`src/rtl/btb_update_ctrl.sv`:
```
// BTB write-port scheduler: filters taken-branch updates from two units,
// queues them, and drains one entry per cycle into the BTB update port.
module btb_update_ctrl #(
  parameter int FIFO_DEPTH = 4,
  parameter int XLEN       = 32
) (
  input  logic            clock,
  input  logic            reset,
  input  logic            a_valid,
  input  logic            a_branch,
  input  logic            a_taken,
  input  logic [XLEN-1:0] a_PC,
  input  logic [XLEN-1:0] a_target_PC,
  input  logic            b_valid,
  input  logic            b_branch,
  input  logic            b_taken,
  input  logic [XLEN-1:0] b_PC,
  input  logic [XLEN-1:0] b_target_PC,
  input  logic            btb_hold,
  output logic            upd_ready,
  output logic            btb_wr_valid,
  output logic [XLEN-1:0] btb_wr_PC,
  output logic [XLEN-1:0] btb_wr_target_PC,
  output logic            overflow
);

  localparam int PW = $clog2(FIFO_DEPTH);
  localparam int CW = PW + 1;

  logic [XLEN-1:0] mem_pc [FIFO_DEPTH];
  logic [XLEN-1:0] mem_tg [FIFO_DEPTH];

  logic [PW-1:0] head;
  logic [PW-1:0] tail;
  logic [CW-1:0] count;

  logic          qa;
  logic          qb;
  logic          fa;
  logic          pop;
  logic [CW-1:0] free;
  logic          acc_a;
  logic          acc_b;
  logic          drop;
  logic [1:0]    push_n;
  logic [PW-1:0] b_slot;

  assign qa = a_valid & a_branch & a_taken;
  assign qb = b_valid & b_branch & b_taken;

  // B supersedes A when both hit the same PC: B is younger.
  assign fa = qa & ~(qb & (a_PC == b_PC));

  // Reset gating keeps the BTB from writing on the reset edge.
  assign pop = (count != '0) & ~btb_hold & reset;

  // A slot freed by this edge's pop is usable by this edge's push.
  assign free = CW'(FIFO_DEPTH) - count + CW'(pop);

  // B claims a slot first, A gets whatever remains.
  assign acc_b  = qb & (free != '0);
  assign acc_a  = fa & (free > CW'(acc_b));
  assign drop   = (qb & ~acc_b) | (fa & ~acc_a);
  assign push_n = {1'b0, acc_a} + {1'b0, acc_b};
  assign b_slot = acc_a ? tail + PW'(1) : tail;

  assign btb_wr_valid     = pop;
  assign btb_wr_PC        = mem_pc[head];
  assign btb_wr_target_PC = mem_tg[head];
  assign upd_ready        = count <= CW'(FIFO_DEPTH - 2);

  // Pointer, occupancy and sticky-overflow state.
  always_ff @(posedge clock) begin
    if (!reset) begin
      head     <= '0;
      tail     <= '0;
      count    <= '0;
      overflow <= 1'b0;
    end else begin
      if (pop) head <= head + PW'(1);
      tail  <= tail + PW'(push_n);
      count <= count + CW'(push_n) - CW'(pop);
      if (drop) overflow <= 1'b1;
    end
  end

  // Entry storage; contents survive reset, A lands before B.
  always_ff @(posedge clock) begin
    if (reset) begin
      if (acc_a) begin
        mem_pc[tail] <= a_PC;
        mem_tg[tail] <= a_target_PC;
      end
      if (acc_b) begin
        mem_pc[b_slot] <= b_PC;
        mem_tg[b_slot] <= b_target_PC;
      end
    end
  end

endmodule

```
`config.mk`:
```
export PLATFORM = sky130hd
export DESIGN_NAME = btb_update_ctrl
export DESIGN_NICKNAME = d
export VERILOG_FILES = /design/src/rtl/btb_update_ctrl.sv
export SDC_FILE = /design/constraint.sdc
export NUM_CORES = 1
export LEC_CHECK = 0
export CAP_MARGIN = 20
export CORE_UTILIZATION = 50
export CTS_BUF_LIST = sky130_fd_sc_hd__clkbuf_8 sky130_fd_sc_hd__clkbuf_16
export CTS_CLUSTER_SIZE = 25
export DETAILED_ROUTE_END_ITERATION = 7
export HOLD_SLACK_MARGIN = 0.1
export PLACE_DENSITY_LB_ADDON = 0.2
export SLEW_MARGIN = 15
export SYNTH_ARGS = -nofsm -noshare
export SYNTH_HDL_FRONTEND = slang
export SYNTH_SLANG_ARGS = --single-unit
```
`constraint.sdc`:
```
create_clock -name clock -period 20.1 [get_ports clock]
set_clock_uncertainty 0.2 [all_clocks]
set_input_delay 5.025 -clock clock [delete_from_list [all_inputs] [get_ports clock]]
set_output_delay 5.025 -clock clock [all_outputs]
set_load 0.01 [all_outputs]
```
==> metrics.txt <==
Die Span Y=167 um; post-route non-filler standard cell count=roughly 1.3k; Post-synth EDFFs=256; Core ar.=26400 um^2; drt drc=0; share of cells above drive strength 1=0.360; WP buf/inv=2; Hold Fails Final Rpt=0; Layout area overhead=25.4%; cts bufs inserted=29; #FFs+latches synth=around 270; startpoint types=input pin; global-route wire length before repair=48700 um; via/cell ratio=5.88; DRT iter0 DRCs=440; register area share after synthesis=0.581; CP max-delay cell=clkdlybuf4s50_1; critical-path maximum fanout=16; post_cts resized=0; Power, Total=0.00158 W; Post-CTS Setup Bufs=0; Clock transition at path regs=60 ps; worst min path class=flop to flop; status=finished clean; commonest non-fill, non-tap cell in the layout=edfxtp_1; Yosys top cell area share=0.566; clock root cell=clkbuf_16; initial antenna violation count=1; RSZ-0062 raised after global routing=no; Critical Path End Type=primary output; drt pass-1 iters=5; count of different cell masters after synthesis=45; IR Drop Worst-Case VDD=0.0000575 V; CTS Buffer Depth=3; Pins Over Slew Limit=0; area leader, netlist=edfxtp_1; Post-Syn Area per Cell=17.5 um^2; FMAX=0.0817 GHz; clk_lat worst skew=540 ps; most frequent cells in the layout=256 x edfxtp_1, 229 x mux2_2, 203 x clkdlybuf4s50_1; Sink Count=266; Placed Cells=1288; initial core utilization=0.515; die area=between 20000 and 30000 um^2; number of port buffers=roughly 200; routed vias=7899; Worst slew margin=0.276; CP max stage delay=between 700 and 800 ps; max_cap viols=0; CP cell instances=clkdlybuf4s50_1 > nor3b_1 > clkdlybuf4s50_1; CP Data Arrival Time=around 7000 ps; Area contributors post-synth=edfxtp_1 57%, mux2_2 19%, mux4_2 11%, mux2_1 2.2%, xnor2_1 1.5%; RD Place Congestion=0.890; Yosys Warn Count=0; FP Rows=59; vias in the first global route=around 8.4k; synthesized instance count=777; Worst Path Required=14880 ps; hold_buf cts=0; area of the mapped netlist=13600 um^2; Crit path max-delay family=buffers and inverters; Crit Path Category=input pin to primary output; GRT Util Overall=0.230; routed len/inst=23.5 um; gr ovfl total=0; Post-layout nets=1134; # IOs=204; Post-synth top flop=edfxtp_1; leakage=approximately 5.5 nW; H-tree lvl count=1; final WL=31600 um; PD cells=between 90 and 100 nW/um^2; antenna-violating nets left=0; syn_nets=927; minimum clock period=12240 ps; cell mode on critical path=clkdlybuf4s50_1; largest net degree at the start of global routing=65; die width=167 um; Worst Max-Slew Pin Slew=1090 ps; Setup TNS=0 ps; final setup violation count=0; DPL Wire Length=roughly 19000 um; CTS tree=built; Period Utilization, post-route=0.609; asr flop ratio synth=0
per-layer routing:
layer  global-route usage  up-vias  share of wire
li1                     -     3586              -
met1                0.309     4044           0.43
met2                0.384      220           0.50
met3               0.0380       49          0.048
met4               0.0725        0          0.026
met5                    0        -              0
Yosys cell counts (3+ instances only):
library cell / n
and3_1: 3
buf_6: 6
o21ai_0: 6
inv_1: 11
nand2b_1: 3
edfxtp_1: 256
mux2_1: 27
mux4_2: 64
a21oi_1: 3
buf_1: 7
buf_2: 19
and2_1: 7
nor2_1: 4
nor4_1: 7
nand4_1: 11
mux2_2: 231
dfxtp_1: 10
nand2_1: 7
xor2_1: 17
xnor2_1: 23
ha_1: 12
nand3_1: 4
clkbuf_1: 8
nor3_1: 5
state kept, by name, summed over array words and instances, names as in the netlist, named ones only:
signal / cells
head: 2
tail: 2
mem_pc: 128
mem_tg: 128
overflow: 1
count: 3
per-stage QoR:
step / util / instance area [um^2] / worst slack [ps] / hold slack (ps)
after floorplan: - / 13600 / 8190 / 345
after global placement: 0.606 / 16000 / 7880 / 323
after detailed placement: 0.606 / 16000 / 7870 / 333
after CTS: 0.646 / 17000 / 7850 / 344
after global routing: 0.646 / 17000 / 7730 / 383
final: 0.646 / 17000 / 7860 / 341
layout make-up:
cell class                      instances  area, um^2
Antenna cell                            1        2.50
Clock buffer                           29         726
Clock inverter                         25         324
Fill cell                            1935        9330
Inverter                               11        41.3
Multi-Input combinational cell        459        5480
Sequential cell                       266        7900
Tap cell                              335         419
Timing Repair Buffer                  217        2140
cell families (layout without fill, tap and decap cells):
family                   Yosys count  after routing  share of synthesized area
XOR/XNOR                          40             40                     0.0258
AND/OR/NAND/NOR                   59             59                     0.0254
multiplexers                     324            324                      0.322
buffers and inverters             52            282                     0.0195
AO/OA/AOI/OAI                     23             23                     0.0143
adder cells (fa/ha/maj)           13             13                     0.0125
flip-flops                       266            266                      0.581
other                              0              1                          0
power breakdown:
group          internal (W)  switching (W)  total, W
registers          0.000644      0.0000180  0.000662
logic              0.000185       0.000148  0.000333
clock network      0.000365       0.000217  0.000582
worst reg2reg max path: cells and delay by family (launching register included):
family          cells  cell delay (ps)
fa+ha+maj           7             1970
buf+inv             6              470
compound gates      2             1140
simple gates        7             1410
flops               1              460
xor+xnor            2              280
worst paths after layout:
| check | startpoint | to | slack (ps) | cells past startpoint |
|---|---|---|---|---|
| max | reset | btb_wr_valid | 7860 | 3 |
| min reg2reg | overflow | overflow | 340 | 2 |
| min | overflow | overflow | 340 | 2 |
| max reg2reg | count[2] | count[2] | 14080 | 24 |
No activity file was read; power rests on OpenSTA's default activity.
